[src/rtl/pacclub_input_pkg.sv]
// Shared constants and types for the Pacman Club input-conditioning stage:
// keyboard scan codes, joystick bit positions, coin FSM encoding and the
// direction remap helpers used for the Vert/Horz orientation switch.
package pacclub_input_pkg;

    // Direction keys match on the low 8 bits only (extended prefix ignored).
    localparam logic [7:0] KEY_UP     = 8'h75;
    localparam logic [7:0] KEY_DOWN   = 8'h72;
    localparam logic [7:0] KEY_LEFT   = 8'h6B;
    localparam logic [7:0] KEY_RIGHT  = 8'h74;

    // Start/coin keys require an exact 9-bit match.
    localparam logic [8:0] KEY_START1 = 9'h005;
    localparam logic [8:0] KEY_START2 = 9'h006;
    localparam logic [8:0] KEY_COIN   = 9'h004;

    // Joystick word bit positions (same layout for both players).
    localparam int JOY_R      = 0;
    localparam int JOY_L      = 1;
    localparam int JOY_D      = 2;
    localparam int JOY_U      = 3;
    localparam int JOY_COIN   = 4;
    localparam int JOY_START1 = 5;
    localparam int JOY_START2 = 6;

    typedef enum logic [1:0] {
        COIN_IDLE     = 2'd0,
        COIN_HOLD     = 2'd1,
        COIN_WAIT_REL = 2'd2
    } coin_state_e;

    typedef struct packed {
        logic up;
        logic down;
        logic left;
        logic right;
    } dir_t;

    typedef struct packed {
        logic up;
        logic down;
        logic left;
        logic right;
        logic start1;
        logic start2;
        logic coin;
    } key_state_t;

    // Extract the four direction bits from the low nibble of a joystick word.
    function automatic dir_t joy_dir(input logic [3:0] joy);
        dir_t d;
        d.up    = joy[JOY_U];
        d.down  = joy[JOY_D];
        d.left  = joy[JOY_L];
        d.right = joy[JOY_R];
        return d;
    endfunction

    // Horz cabinets rotate the controls a quarter turn; Vert passes through.
    function automatic dir_t orient(input dir_t d, input logic rotate);
        dir_t o;
        if (rotate) begin
            o.up    = d.left;
            o.down  = d.right;
            o.left  = d.down;
            o.right = d.up;
        end else begin
            o = d;
        end
        return o;
    endfunction

    // Pack a direction set into the core's {down,right,left,up} bus order.
    function automatic logic [3:0] dir_bus(input dir_t d);
        return {d.down, d.right, d.left, d.up};
    endfunction

endpackage

[src/rtl/pacclub_coin_stretcher.sv]
// Coin pulse stretcher: turns any coin request into exactly one pulse that
// lasts until COIN_HOLD_FRAMES vblank rising edges have been seen, then
// waits for the request to drop before it can fire again.
//
// state         | meaning
// --------------+------------------------------------------------------------
// COIN_IDLE     | armed; coin_out follows coin_raw, a request starts a pulse
// COIN_HOLD     | pulse active; counting vblank rising edges
// COIN_WAIT_REL | pulse done; coin_out low until coin_raw is released
module pacclub_coin_stretcher
    import pacclub_input_pkg::*;
#(
    parameter int COIN_HOLD_FRAMES = 3,
    parameter int CNT_W            = 4
) (
    input  logic CLK,
    input  logic RESET,
    input  logic coin_raw,
    input  logic vblank,
    output logic coin_out
);

    localparam logic [CNT_W-1:0] HOLD_LAST = CNT_W'(COIN_HOLD_FRAMES);

    coin_state_e      state_q;
    coin_state_e      state_d;
    logic [CNT_W-1:0] cnt_q;
    logic [CNT_W-1:0] cnt_d;
    logic [CNT_W-1:0] cnt_inc;
    logic             vblank_q;
    logic             vblank_rise;
    logic             hold_done;

    // vblank history for edge detection; a plain sample so reset never
    // manufactures a spurious edge.
    always_ff @(posedge CLK) begin
        vblank_q <= vblank;
    end

    assign vblank_rise = vblank & ~vblank_q;
    assign cnt_inc     = cnt_q + CNT_W'(1);
    assign hold_done   = vblank_rise && (cnt_inc == HOLD_LAST);

    // State and frame counter registers.
    always_ff @(posedge CLK) begin
        if (RESET) begin
            state_q <= COIN_IDLE;
            cnt_q   <= '0;
        end else begin
            state_q <= state_d;
            cnt_q   <= cnt_d;
        end
    end

    // Next-state logic; the counter is cleared while idle so a vblank edge
    // coinciding with the trigger cycle is not counted.
    always_comb begin
        state_d = state_q;
        cnt_d   = cnt_q;
        case (state_q)
            COIN_IDLE: begin
                cnt_d = '0;
                if (coin_raw) begin
                    state_d = COIN_HOLD;
                end
            end
            COIN_HOLD: begin
                if (vblank_rise) begin
                    cnt_d = cnt_inc;
                end
                if (hold_done) begin
                    state_d = COIN_WAIT_REL;
                end
            end
            COIN_WAIT_REL: begin
                if (!coin_raw) begin
                    state_d = COIN_IDLE;
                end
            end
            default: begin
                state_d = COIN_IDLE;
                cnt_d   = '0;
            end
        endcase
    end

    // Output decode; the pulse starts in the trigger cycle and drops in the
    // cycle the final frame edge is seen.
    always_comb begin
        coin_out = 1'b0;
        case (state_q)
            COIN_IDLE:     coin_out = coin_raw;
            COIN_HOLD:     coin_out = ~hold_done;
            COIN_WAIT_REL: coin_out = 1'b0;
            default:       coin_out = 1'b0;
        endcase
    end

endmodule

[src/rtl/pacclub_input_ctrl.sv]
// Input conditioning for the Pacman Club core: tracks held keyboard keys from
// the HPS event word, merges them with both joysticks, applies the Vert/Horz
// remap, stretches the coin pulse and registers the core-facing buses.
module pacclub_input_ctrl
    import pacclub_input_pkg::*;
#(
    parameter int COIN_HOLD_FRAMES = 3,
    parameter int CNT_W            = 4
) (
    input  logic        CLK,
    input  logic        RESET,
    input  logic [10:0] ps2_key,
    input  logic [15:0] joystick_0,
    input  logic [15:0] joystick_1,
    input  logic        rotate,
    input  logic        vblank,
    output logic [7:0]  in0,
    output logic [7:0]  in1,
    output logic [3:0]  in_a,
    output logic [3:0]  in_b
);

    logic       toggle_q;
    logic       key_event;
    logic       key_pressed;
    logic [8:0] key_code;
    key_state_t keys_q;

    dir_t       p1_raw;
    dir_t       p1_dir;
    dir_t       p2_dir;
    logic       start1;
    logic       start2;
    logic       coin_raw;
    logic       coin_out;
    logic       unused_joy;

    assign key_event   = ps2_key[10] ^ toggle_q;
    assign key_pressed = ps2_key[9];
    assign key_code    = ps2_key[8:0];

    // Only bits [6:0] of each joystick word are meaningful here.
    assign unused_joy = ^{joystick_0[15:7], joystick_1[15:7]};

    // Held-key tracker: every toggle of the event bit loads the addressed key
    // with its pressed flag; unknown codes leave all keys untouched.
    always_ff @(posedge CLK) begin
        if (RESET) begin
            toggle_q <= ps2_key[10];
            keys_q   <= '0;
        end else begin
            toggle_q <= ps2_key[10];
            if (key_event) begin
                if (key_code[7:0] == KEY_UP)    keys_q.up     <= key_pressed;
                if (key_code[7:0] == KEY_DOWN)  keys_q.down   <= key_pressed;
                if (key_code[7:0] == KEY_LEFT)  keys_q.left   <= key_pressed;
                if (key_code[7:0] == KEY_RIGHT) keys_q.right  <= key_pressed;
                if (key_code == KEY_START1)     keys_q.start1 <= key_pressed;
                if (key_code == KEY_START2)     keys_q.start2 <= key_pressed;
                if (key_code == KEY_COIN)       keys_q.coin   <= key_pressed;
            end
        end
    end

    // Merge sources and apply orientation; rotate acts on the merged set so a
    // mid-press orientation change remaps without touching key state.
    always_comb begin
        p1_raw.up    = keys_q.up;
        p1_raw.down  = keys_q.down;
        p1_raw.left  = keys_q.left;
        p1_raw.right = keys_q.right;
        p1_raw       = p1_raw | joy_dir(joystick_0[3:0]);
        p1_dir       = orient(p1_raw, rotate);
        p2_dir       = orient(joy_dir(joystick_1[3:0]), rotate);
        start1       = keys_q.start1 | joystick_0[JOY_START1] | joystick_1[JOY_START1];
        start2       = keys_q.start2 | joystick_0[JOY_START2] | joystick_1[JOY_START2];
        coin_raw     = keys_q.coin   | joystick_0[JOY_COIN]   | joystick_1[JOY_COIN];
    end

    pacclub_coin_stretcher #(
        .COIN_HOLD_FRAMES (COIN_HOLD_FRAMES),
        .CNT_W            (CNT_W)
    ) u_coin (
        .CLK      (CLK),
        .RESET    (RESET),
        .coin_raw (coin_raw),
        .vblank   (vblank),
        .coin_out (coin_out)
    );

    // Registered core-facing buses: in0/in1 active-low, in_a/in_b active-high.
    always_ff @(posedge CLK) begin
        if (RESET) begin
            in0  <= 8'hFF;
            in1  <= 8'hFF;
            in_a <= 4'h0;
            in_b <= 4'h0;
        end else begin
            in0  <= ~{5'b0, coin_out, 2'b0};
            in1  <= ~{1'b0, start2, start1, 5'b0};
            in_a <= dir_bus(p1_dir);
            in_b <= dir_bus(p2_dir);
        end
    end

endmodule

[config.mk]
export PLATFORM = sky130hd
export DESIGN_NAME = pacclub_input_ctrl
export DESIGN_NICKNAME = d
export VERILOG_FILES = /design/src/rtl/pacclub_input_pkg.sv /design/src/rtl/pacclub_coin_stretcher.sv /design/src/rtl/pacclub_input_ctrl.sv
export SDC_FILE = /design/constraint.sdc
export NUM_CORES = 1
export LEC_CHECK = 0
export CORE_UTILIZATION = 34
export DETAILED_ROUTE_END_ITERATION = 10
export HOLD_SLACK_MARGIN = 0.12
export PLACE_DENSITY = 0.77
export SLEW_MARGIN = 20
export SYNTH_ARGS = -nofsm -noshare
export SYNTH_HDL_FRONTEND = slang
export SYNTH_SLANG_ARGS = --single-unit
[constraint.sdc]
create_clock -name CLK -period 2.39 [get_ports CLK]
set_clock_uncertainty 0.05 [all_clocks]
set_input_delay 0.3585 -clock CLK [delete_from_list [all_inputs] [get_ports CLK]]
set_output_delay 0.3585 -clock CLK [all_outputs]
set_load 0.02 [all_outputs]
==> summary.md <==
| Metric | Value |
|---|---|
| Status | `completed` |
| TritonCTS Buffers | `3` |
| Synth top area share | `0.410` |
| Post-layout minimum cycle time | `1710 ps` |
| Critical Path, Cell by Cell | `clkdlybuf4s50_1, or4b_1, nor3_2, mux2i_1, nor2_1` |
| Hold-critical path depth | `2` |
| Fin worst setup slack | `682 ps` |
| H-tree depth | `1` |
| Worst Hold Launch | `keys_q[2]` |
| Largest net degree at the start of global routing | `16` |
| Worst Path Arrival | `1820 ps` |
| Reg2reg setup slack | `880 ps` |
| Max Clock Freq | `0.586 GHz` |
| Worst hold endpoint | `keys_q[2]` |
| Worst setup path category | `input port to flop` |
| Final Wtd Congestion | `0.758` |
| Rows | `21` |
| Initial antenna violation count | `0` |
| Die width | `63.1 µm` |
| Post-Syn Area per Cell | `9.41 µm²` |
| Root buffer cell | `clkbuf_8` |
| Tightest Pin Transition | `516 ps` |
| Unrepaired setup endpoints after global routing | `no` |
| Core area | `3470 µm²` |
| Sw frac | `0.227` |
| FF-to-FF Start | `u_coin.cnt_q[1]` |
| Mapped Area | `1270 µm²` |
| Relative slew margins | `0.653` |
| Vias in the first global route | `945` |
| Slew Viols, Final | `0` |
| GRT Total Usage | `0.124` |
| Die H | `63.1 µm` |
| Switch Pwr | `0.223 mW` |
| Vias | `1050` |
| Final setup viols | `0` |
| Residual DRC | `0` |
| Most frequent cells in the layout | `clkdlybuf4s50_1, dfxtp_1, nor2_1` |
| Worst r2r path cells | `5` |
| Seq pwr share | `0.466` |
| Fraction of layout cells with a size suffix above 1 | `0.0629` |
| Syn Inst Count | `135` |
| First-pass GRT wire length | `3.97 mm` |
| Cell Pwr Density | `567 nW/µm²` |
| Die ar. | `3980 µm²` |
| Hold Buf Count CTS | `0` |
| Antenna Nets Post-Route | `0` |
| Setup TNS | `0 ps` |
| Area Growth Syn to Fin | `36.5%` |
| Router iterations before antenna repair | `4` |
| Ranking of synthesized cells by area | `dfxtp_1, mux2i_1, buf_4, nor2_1, nor3_1` |
| # Post-CTS Setup Buffers | `0` |
| Biggest cell delay along the critical path | `590 ps` |
| Hpwl dp | `1.84 mm` |
| PortBufs | `39` |
| Peak VDD IR | `0.306 mV` |
| Initial core utilization | `0.366` |
| Gate power share | `0.170` |
| Final hold slack | `443 ps` |
| Post_cts resized | `0` |
| Critical-path maximum fanout | `5` |
| Clock Path Buffers | `2` |
| Slowest stage cell on the critical path | `or4b_1` |
| Pre-CTS WS | `393 ps` |
| P_int | `0.759 mW` |
| Number of synthesized register bits | `26` |
| Register area share after synthesis | `0.410` |
| Critical Path Sink Type | `flop` |
| Worst-path clk slew | `90 ps` |
| WL/cell | `10.8 µm` |
| Distinct cells, synth | `36` |
| Via count normalized by instance count | `4.75` |
| Synth warn | `0` |
| Clock share of power | `0.364` |
| Ant. Diodes | `0` |
| Post-synth top area cell | `dfxtp_1` |
| CTS tree | `built` |
| I/O pins | `71` |
| Worst Path Required | `2500 ps` |
| MaxCap Viol Count | `0` |
| Leak | `0.639 nW` |
| CP Buf/Inv Count | `1` |
| Delay-heaviest family, CP | `simple AND/OR/NAND/NOR gates` |
| Net count, final | `225` |
| Global route overflow | `0` |
| CTS sink cnt | `26` |
| Period utilization | `0.715` |
| CP Launch Type | `input port` |
| Hold Vio Cnt, Final | `0` |
| Commonest non-fill, non-tap cell in the layout | `clkdlybuf4s50_1` |
| Hold Crit Class | `flop to flop` |
| Routed WL | `2.39 mm` |
| Reg2reg end | `in0[2]` |
| DR iter-0 viols | `48` |
| Clk Latency, worst-skew pair | `260 ps` |
-- metrics by stage --
stage / cells / total power [mW] / utilization / instance area [µm²]
after floorplan: 147 / 0.563 / - / 1320
after global placement: 217 / 0.633 / 0.479 / 1660
after detailed placement: 217 / 0.635 / 0.479 / 1660
after CTS: 221 / 0.988 / 0.500 / 1730
after global routing: 221 / 1.03 / 0.500 / 1730
final: 221 / 0.982 / 0.500 / 1730
-- power groups by stage --
stage                     clock network [mW]  registers [mW]  logic [mW]
after floorplan                            0           0.483      0.0797
after global placement                     0           0.467       0.166
after detailed placement                   0           0.468       0.167
after CTS                              0.362           0.458       0.168
after global routing                   0.389           0.460       0.179
final                                  0.357           0.458       0.167
-- logic make-up (layout without fill, tap and decap cells) --
family          count (synthesis)  after routing  share of synthesized area
other cells                     1             13                    0.00295
compound gates                 16             16                      0.105
flops                          26             26                      0.410
buf+inv                        18             46                     0.0916
simple gates                   57             57                      0.256
fa+ha+maj                       2              2                     0.0197
mux                            11             11                     0.0867
xor+xnor                        4              4                     0.0276
-- flip-flops by register name, indices dropped and copies added (netlist names) --
name / cells
in1: 2
in0: 1
u_coin.cnt_q: 4
in_b: 4
keys_q: 7
u_coin.vblank_q: 1
toggle_q: 1
u_coin.state_q: 2
in_a: 4
-- area by class of cell --
type	count	area, µm²
multi-input cells	103	678
clock inverters	1	30.0
repair buffers	40	398
flip-flops and latches	26	520
well taps	46	57.6
inverters	2	7.51
fillers	321	1740
clock buffers	3	41.3
-- per-layer routing --
metal	up-vias	global-route usage	wire length, µm
met3	2	0.0399	125
met1	487	0.152	1070
met4	0	0.0262	16
li1	533	-	-
met5	-	0	0
met2	28	0.208	1180
-- cell usage after synthesis --
cell type   n
or2_2       1
a2111oi_4   1
nand3b_1    1
nor3_1      9
a31oi_1     1
nor4bb_1    1
inv_1       1
nor2_1     15
nor4_1      2
dfxtp_1    26
nor2b_1     4
a22oi_1     2
nand4bb_1   1
or2_1       2
o21a_1      1
nand4b_1    2
a211oi_1    4
conb_1      1
o21ai_1     1
nand2_1     6
nand2b_1    5
ha_1        2
xnor2_1     4
clkbuf_1    3
o31ai_1     1
nor3_2      2
inv_2       1
o211ai_1    1
and4_1      1
a21oi_1     3
o2111a_2    1
nand3_1     2
or4b_1      2
buf_4      13
nor4b_1     1
mux2i_1    11
-- how the worst max path moves through the flow --
stage / start / end / slack (ps) / cells after the start
3_5_place_dp: ps2_key[0] / keys_q[3] / 390 / 5
2_1_floorplan: ps2_key[1] / keys_q[3] / 940 / 4
3_3_place_gp: ps2_key[0] / keys_q[3] / 410 / 5
5_1_grt: ps2_key[0] / keys_q[3] / 590 / 5
4_1_cts: ps2_key[0] / keys_q[3] / 680 / 5
6_report: ps2_key[1] / keys_q[3] / 680 / 5
-- worst reg2reg max path, cell delays in order, from the launching register on --
cell	delay (ps)
dfxtp_1	450
ha_1	230
xnor2_1	70
o2111a_2	190
a2111oi_4	370
inv_2	40
(Power assumes the default switching activity.)
